File: config.mk
export PLATFORM = sky130hd
export DESIGN_NAME = rejestr_wyniku
export DESIGN_NICKNAME = d
export VERILOG_FILES = /design/src/rtl/rejestr_wyniku_pkg.sv /design/src/rtl/rejestr_wyniku_status_kodowanie.sv /design/src/rtl/rejestr_wyniku.sv
export SDC_FILE = /design/constraint.sdc
export NUM_CORES = 1
export LEC_CHECK = 0
export BUFFER_PORTS_ARGS = -buffer_cell sky130_fd_sc_hd__buf_2
export CAP_MARGIN = 10
export CELL_PAD_IN_SITES_DETAIL_PLACEMENT = 1
export CELL_PAD_IN_SITES_GLOBAL_PLACEMENT = 1
export CORE_AREA = 5 5 100 102
export DETAILED_ROUTE_END_ITERATION = 7
export DIE_AREA = 0 0 105 107
export PLACE_DENSITY = 0.77
export SLEW_MARGIN = 20
export SYNTH_ARGS = -nofsm -noshare
export SYNTH_HDL_FRONTEND = slang
export SYNTH_SLANG_ARGS = --single-unit
File: constraint.sdc
create_clock -name i_clk -period 3.05 [get_ports i_clk]
set_input_delay 0.4575 -clock i_clk [delete_from_list [all_inputs] [get_ports i_clk]]
set_output_delay 0.4575 -clock i_clk [all_outputs]
set_load 0.02 [all_outputs]
File: src/rtl/rejestr_wyniku_pkg.sv
// Shared types and constants for the rejestr_wyniku result/status output stage.
package rejestr_wyniku_pkg;

    localparam int unsigned DEF_BITS     = 32;
    localparam int unsigned DEF_CNT_BITS = 16;

    localparam int unsigned ST_ERR  = 3;
    localparam int unsigned ST_OVF  = 2;
    localparam int unsigned ST_ZERO = 1;
    localparam int unsigned ST_NEG  = 0;

    typedef enum logic [1:0] {
        EMPTY = 2'd0,
        ONE   = 2'd1,
        FULL  = 2'd2
    } stan_e;

endpackage

File: src/rtl/rejestr_wyniku_status_kodowanie.sv
// Combinational encoder: raw unit result and flags -> stored result and 4-bit status word.
module status_kodowanie
    import rejestr_wyniku_pkg::*;
#(
    parameter int unsigned BITS = DEF_BITS
) (
    input  logic [BITS-1:0] result_i,
    input  logic            error_i,
    input  logic            overflow_i,
    output logic [BITS-1:0] result_o,
    output logic [3:0]      status_o
);

    logic [BITS-1:0] wynik;

    // An error masks both the result value and the overflow flag.
    always_comb begin
        wynik    = result_i;
        status_o = '0;
        if (error_i) begin
            wynik            = '0;
            status_o[ST_ERR] = 1'b1;
        end else begin
            status_o[ST_OVF] = overflow_i;
        end
        status_o[ST_ZERO] = (wynik == '0);
        status_o[ST_NEG]  = wynik[BITS-1];
        result_o          = wynik;
    end

endmodule

File: src/rtl/rejestr_wyniku.sv
// Registered 2-entry result/status output stage with valid/ready on both sides.
// Optional event counters are enabled by defining STATUS_COUNTERS_EN.
module rejestr_wyniku
    import rejestr_wyniku_pkg::*;
#(
    parameter int unsigned BITS     = DEF_BITS,
    parameter int unsigned CNT_BITS = DEF_CNT_BITS
) (
    input  logic                i_clk,
    input  logic                i_rst,
    input  logic                i_valid,
    output logic                o_ready,
    input  logic [BITS-1:0]     i_result,
    input  logic                i_error,
    input  logic                i_overflow,
    output logic                o_valid,
    input  logic                i_ready,
    output logic [BITS-1:0]     o_result,
    output logic [3:0]          o_status,
    input  logic                i_cnt_clr,
    output logic [CNT_BITS-1:0] o_err_cnt,
    output logic [CNT_BITS-1:0] o_ovf_cnt
);

    stan_e           stan_q, stan_d;
    logic [BITS-1:0] wynik_q [2];
    logic [3:0]      status_q [2];
    logic            glowa_q, ogon_q;
    logic [BITS-1:0] enc_result;
    logic [3:0]      enc_status;
    logic            push, pop;

    status_kodowanie #(
        .BITS(BITS)
    ) u_kodowanie (
        .result_i   (i_result),
        .error_i    (i_error),
        .overflow_i (i_overflow),
        .result_o   (enc_result),
        .status_o   (enc_status)
    );

    // o_ready depends only on state and reset, never on i_ready.
    assign o_ready  = !i_rst && (stan_q != FULL);
    assign o_valid  = (stan_q != EMPTY);
    assign push     = i_valid && o_ready;
    assign pop      = o_valid && i_ready;
    assign o_result = wynik_q[glowa_q];
    assign o_status = status_q[glowa_q];

    always_comb begin
        stan_d = stan_q;
        case (stan_q)
            EMPTY: if (push) stan_d = ONE;
            ONE: begin
                if (push && !pop)      stan_d = FULL;
                else if (pop && !push) stan_d = EMPTY;
            end
            FULL:    if (pop) stan_d = ONE;
            default: stan_d = EMPTY;
        endcase
    end

    always_ff @(posedge i_clk) begin
        if (i_rst) begin
            stan_q  <= EMPTY;
            glowa_q <= 1'b0;
            ogon_q  <= 1'b0;
            for (int unsigned i = 0; i < 2; i++) begin
                wynik_q[i]  <= '0;
                status_q[i] <= '0;
            end
        end else begin
            stan_q <= stan_d;
            if (push) begin
                wynik_q[ogon_q]  <= enc_result;
                status_q[ogon_q] <= enc_status;
                ogon_q           <= ~ogon_q;
            end
            if (pop) begin
                glowa_q <= ~glowa_q;
            end
        end
    end

`ifdef STATUS_COUNTERS_EN
    logic [CNT_BITS-1:0] err_cnt_q, err_cnt_d;
    logic [CNT_BITS-1:0] ovf_cnt_q, ovf_cnt_d;

    // Clear takes precedence over a same-cycle increment; counts stick at all ones.
    always_comb begin
        err_cnt_d = err_cnt_q;
        ovf_cnt_d = ovf_cnt_q;
        if (i_cnt_clr) begin
            err_cnt_d = '0;
            ovf_cnt_d = '0;
        end else if (pop) begin
            if (o_status[ST_ERR] && (err_cnt_q != '1)) err_cnt_d = err_cnt_q + CNT_BITS'(1);
            if (o_status[ST_OVF] && (ovf_cnt_q != '1)) ovf_cnt_d = ovf_cnt_q + CNT_BITS'(1);
        end
    end

    always_ff @(posedge i_clk) begin
        if (i_rst) begin
            err_cnt_q <= '0;
            ovf_cnt_q <= '0;
        end else begin
            err_cnt_q <= err_cnt_d;
            ovf_cnt_q <= ovf_cnt_d;
        end
    end

    assign o_err_cnt = err_cnt_q;
    assign o_ovf_cnt = ovf_cnt_q;
`else
    logic unused_cnt_clr;
    assign unused_cnt_clr = i_cnt_clr;
    assign o_err_cnt      = '0;
    assign o_ovf_cnt      = '0;
`endif

endmodule

==> flow_metrics.env, run 1 <==
export IMPL_n_fill_cell=959
export IMPL_crit_path_start_kind="flip-flop"
export IMPL_syn_instance_count=265
export IMPL_yosys_warnings=0
export IMPL_fmax_ghz=0.431
export IMPL_dp_hpwl_um=5310
export IMPL_postCtsSetupBuffers=0
export IMPL_hp_class="in -> reg"
export IMPL_syn_to_final_growth_pct=15.1
export IMPL_multi_input_area_sq_um=1190
export IMPL_final_common_cell="buf_2"
export IMPL_cts_resized=0
export IMPL_synth_area_leaders="edfxtp_1, mux2_2, buf_4"
export IMPL_grt_setup_unrepaired="no"
export IMPL_synth_top_area_share_pct=58.2
export IMPL_cp_required_ns=2.59
export IMPL_cts_clk_slew_worst_paths_ns=0.08
export IMPL_place_ws_ns=0.990
export IMPL_synth_top_family_by_area="simple AND/OR/NAND/NOR gates"
export IMPL_grt_overflow_total=0
export IMPL_synth_xor_area_share_pct=0.485
export IMPL_powerDensity_nw_per_um2=554
export IMPL_ys_types=33
export IMPL_muxShareOfSynthArea_pct=11.2
export IMPL_grt_total_usage_pct=13.8
export IMPL_io_buffers=75
export IMPL_synth_fa_ha_area_share_pct=0.346
export IMPL_use_met1_pct=15.9
export IMPL_dieArea_sq_um=11200
export IMPL_postLayoutSetupSlackWorst_ns=0.732
export IMPL_crit_type="reg -> out"
export IMPL_drtIter0Drc=47
export IMPL_grt_pass1_wl_um=12100
export IMPL_gp_congestion=0.755
export IMPL_layout_drive_gt1_share_pct=40.9
export IMPL_hold_violations=0
export IMPL_mostFrequentLayoutCells="buf_2, edfxtp_1, mux2_2"
export IMPL_synth_compound_area_share_pct=0.554
export IMPL_syn_area_sq_um=3610
export IMPL_clockBufferDepth=2
export IMPL_cts_root_buffer="clkbuf_8"
export IMPL_htree_levels=3
export IMPL_synth_simple_area_share_pct=17.0
export IMPL_worstPathArrival_ns=1.86
export IMPL_register_area_sq_um=2200
export IMPL_hold_ws_ns=0.384
export IMPL_vias_per_cell=4.83
export IMPL_end_kind="output port"
export IMPL_numClockSinks=75
export IMPL_grt_busiest_layer="met2"
export IMPL_num_antenna_cells=0
export IMPL_worst_path_max_fanout=19
export IMPL_finalSetupViolations=0
export IMPL_status="finished clean"
export IMPL_core_area_sq_um=9020
export IMPL_grt_max_degree=36
export IMPL_grtUsageMet2_pct=24.7
export IMPL_slew_viol_final=0
export IMPL_die_h_um=107
export IMPL_regToRegStartpoint="stan_q[0]"
export IMPL_grt_antenna_before_repair=0
export IMPL_pin_count=109
export IMPL_total_power_mw=2.31
export IMPL_wl_per_cell_um=17.1
export IMPL_syn_area_per_cell_sq_um=13.6
export IMPL_nNetsFinal=381
export IMPL_clkLatencyLatePin_ns=0.34
export IMPL_rows=35
export IMPL_fin_tns_setup_ns=0
export IMPL_holdBufCountCts=0
export IMPL_met3_usage_pct=4.39
export IMPL_drc=0
export IMPL_relSlewSlack_pct=64.1
export IMPL_synth_top_area_cell="edfxtp_1"
export IMPL_min_period_ns=2.32
export IMPL_synth_seq_area_share_pct=60.9
export IMPL_cts_buffers=9
export IMPL_stdcell_count=456
export IMPL_drtPass1Iterations=4
export IMPL_p_leak_nw=1.87
export IMPL_maxCapViolations=0
export IMPL_num_vias=2202
export IMPL_clock_skew_final_ns=0.00966
export IMPL_worstHoldStart="i_rst"
export IMPL_tightest_slew_ns=0.539
export IMPL_tritoncts="done"
export IMPL_peakVddDrop_v=0.000197
export IMPL_dp_cells=441
export IMPL_die_w_um=105
export IMPL_start_util_pct=40.1
export IMPL_first_global_vias=2353
export IMPL_totalWireLength_um=7820
export IMPL_fin_crit_sh_pct=76.0
export IMPL_antenna_left=0
export IMPL_synth_seq_cells=75
==> cells in the mapped netlist (all sizes together) <==
| library cell | number |
|---|---|
| mux2 | 35 |
| edfxtp | 70 |
| buf | 43 |
| nand3b | 1 |
| nor4 | 8 |
| o22a | 1 |
| conb | 1 |
| nand2b | 1 |
| a21oi | 1 |
| nand4 | 3 |
| mux2i | 1 |
| nor2 | 9 |
| clkbuf | 4 |
| o21ai | 1 |
| dfxtp | 5 |
| xnor2 | 1 |
| nor2b | 1 |
| or2 | 2 |
| nand2 | 2 |
| inv | 2 |
| and2b | 2 |
| and3 | 34 |
| ha | 1 |
| xor2 | 1 |
| nor3b | 1 |
| and2 | 34 |
==> state kept, by name, summed over array words and instances, names as in the netlist, named ones only <==
signal,count
wynik_q,62
status_q,8
stan_q,2
glowa_q,1
ogon_q,1
==> power breakdown <==
part / internal (mW) / switching [mW] / total (mW)
Sequential: 1.19 / 0.0241 / 1.21
Clock: 0.375 / 0.371 / 0.746
Combinational: 0.127 / 0.221 / 0.349
==> metal layers <==
metal | wire length, um | share of wire, %
met1 | 3190 | 41
met5 | 0 | 0
met4 | 70 | 0.90
met3 | 482 | 6.2
met2 | 4070 | 52
==> critical path, stage by stage (launching register included) <==
cell and delay [ns]:
dfxtp_2 0.61, buf_4 0.36, mux2_2 0.39, buf_2 0.16
==> area by class of cell <==
| cell class | count | share of cell area [%] |
|---|---|---|
| Clock buffer | 9 | 2.98 |
| Clock inverter | 6 | 1.56 |
| Inverter | 2 | 0.180 |
| Multi-Input combinational cell | 172 | 28.6 |
| Sequential cell | 75 | 52.9 |
| Tap cell | 111 | 3.34 |
| Timing Repair Buffer | 81 | 10.4 |
==> final timing paths <==
path,endpoint,slack (ns),cells past startpoint
max,o_result[0],0.73,3
min,ogon_q,0.38,2
max reg2reg,wynik_q[0][1],1.17,5
min reg2reg,glowa_q,0.52,2
==> through the flow <==
step / instance area, sq um / util [%]
global placement: 3970 / 44.0
finish: 4160 / 46.1
floorplan: 3730 / -
global route: 4160 / 46.1
CTS: 4160 / 46.1
detailed placement: 3970 / 44.0
==> cells by family after synthesis <==
family	after synthesis
buf+inv	49
compound gates	3
simple gates	98
mux	36
other cells	1
fa+ha+maj	1
xor+xnor	2
flops	75
Note: power is estimated with default switching activity, not from simulation.
==> run 2: changes to the inputs <==
clock period = 2.4 ns   (was 3.05 ns; I/O delays follow)
==> flow_metrics.env, run 2 (same netlist as run 1, synthesis figures left out) <==
export IMPL_postCtsSetupBuffers=0
export IMPL_p_comb_share_pct=14.7
export IMPL_fmax_ghz=0.492
export IMPL_wl_per_cell_um=17.5
export IMPL_dieArea_sq_um=11200
export IMPL_fin_tns_setup_ns=0
export IMPL_htree_levels=3
export IMPL_finalSetupViolations=0
export IMPL_net_switching_power_mw=0.792
export IMPL_layout_drive_gt1_share_pct=40.8
export IMPL_min_period_ns=2.03
export IMPL_p_leak_nw=1.88
export IMPL_final_area_sq_um=4200
export IMPL_internal_power_mw=2.26
export IMPL_drc=0
export IMPL_cts_resized=0
export IMPL_place_ws_ns=0.281
export IMPL_clockBufferDepth=2
export IMPL_grt_total_usage_pct=14.0
export IMPL_stdcell_count=457
export IMPL_largestRegisters="wynik_q x62, status_q x8, stan_q x2"
export IMPL_end_kind="output port"
export IMPL_dp_cells=441
export IMPL_grt_overflow_total=0
export IMPL_cts_clk_slew_worst_paths_ns=0.08
export IMPL_power_frac_clock_pct=34.9
export IMPL_hp_class="in -> reg"
export IMPL_tritoncts="done"
export IMPL_numClockSinks=75
export IMPL_drtPass1Iterations=4
export IMPL_n_fill_cell=970
export IMPL_status="finished clean"
export IMPL_core_area_sq_um=9020
export IMPL_peakVddDrop_v=0.000427
export IMPL_crit_path_start_kind="flip-flop"
export IMPL_syn_to_final_growth_pct=16.2
export IMPL_cts_root_buffer="clkbuf_8"
export IMPL_tightest_slew_ns=0.888
export IMPL_die_w_um=105
export IMPL_slew_viol_final=0
export IMPL_largest_reg_flops=62
export IMPL_maxCapViolations=0
export IMPL_grt_setup_unrepaired="no"
export IMPL_holdBufCountCts=0
export IMPL_worst_path_max_fanout=24
export IMPL_postLayoutSetupSlackWorst_ns=0.368
export IMPL_clock_skew_final_ns=0.0101
export IMPL_first_global_vias=2406
export IMPL_netSwitchingFraction_pct=25.9
export IMPL_fin_crit_sh_pct=84.6
export IMPL_start_util_pct=40.1
export IMPL_hold_violations=0
export IMPL_top_register="wynik_q"
export IMPL_io_buffers=75
export IMPL_crit_type="reg -> out"
export IMPL_grt_pass1_wl_um=12400
export IMPL_rows=35
export IMPL_vias_per_cell=4.81
export IMPL_num_vias=2197
export IMPL_mostFrequentLayoutCells="buf_2, edfxtp_1, mux2_2"
export IMPL_placed_area_sq_um=3990
export IMPL_cp_required_ns=2.04
export IMPL_num_antenna_cells=0
export IMPL_grt_antenna_before_repair=0
export IMPL_totalWireLength_um=8010
export IMPL_worstPathArrival_ns=1.67
export IMPL_pwr_share_seq_pct=50.4
export IMPL_hold_ws_ns=0.282
export IMPL_dp_hpwl_um=5440
export IMPL_grt_max_degree=36
export IMPL_final_common_cell="buf_2"
export IMPL_relSlewSlack_pct=40.8
export IMPL_nNetsFinal=381
export IMPL_pin_count=109
export IMPL_antenna_left=0
export IMPL_drtIter0Drc=73
export IMPL_cts_buffers=9
export IMPL_powerDensity_nw_per_um2=727
export IMPL_die_h_um=107
export IMPL_clkLatencyLatePin_ns=0.34
export IMPL_gp_congestion=0.755
[run 2: cell count changes in the layout (fill, tap and decap cells not counted), sizes merged]
cell / before / now
clkinvlp: 1 / 0
bufinv: 1 / 2
clkbuf: 9 / 10
[run 2: layout make-up]
type	instances	area, sq um	area share, %
Sequential cell	75	2200	52.5
Inverter	2	7.51	0.179
Clock buffer	10	128	3.04
Timing Repair Buffer	81	445	10.6
Clock inverter	6	87.6	2.09
Multi-Input combinational cell	172	1190	28.3
Tap cell	111	139	3.31
[run 2: power groups by stage]
| stage | clock network (mW) | logic, mW | registers (mW) |
|---|---|---|---|
| 2_1_floorplan | 0 | 0.348 | 1.55 |
| 3_3_place_gp | 0 | 0.448 | 1.56 |
| 3_5_place_dp | 0 | 0.455 | 1.57 |
| 4_1_cts | 1.09 | 0.457 | 1.54 |
| 5_1_grt | 1.14 | 0.486 | 1.55 |
| 6_report | 1.07 | 0.450 | 1.54 |
[run 2: per-layer routing]
layer / wire (um) / GRT usage [%] / vias to the layer above
met4: 54 / 3.84 / 0
met2: 4060 / 24.7 / 62
met3: 429 / 4.33 / 7
met1: 3470 / 16.3 / 1086
li1: - / - / 1042
met5: 0 / 0 / -
[run 2: path summary, 6_finish.rpt]
check,start,to,slack (ns),depth (start not counted)
worst max register to register,stan_q[0],wynik_q[0][4],0.38,4
worst min register to register,glowa_q,flip-flop,0.51,2
worst min-delay path,i_rst,flip-flop,0.28,2
worst max-delay path,flip-flop,o_result[31],0.37,3
[run 2: through the flow]
step | util (%) | power [mW]
4_1_cts | 46.6 | 3.09
2_1_floorplan | - | 1.90
3_3_place_gp | 44.2 | 2.01
3_5_place_dp | 44.2 | 2.03
5_1_grt | 46.6 | 3.18
6_report | 46.6 | 3.06
[run 2: worst max-delay path, cell delays in order (launching register included)]
cell and delay [ns]:
dfxtp_2 0.54, buf_12 0.24, mux2_2 0.38, buf_2 0.16
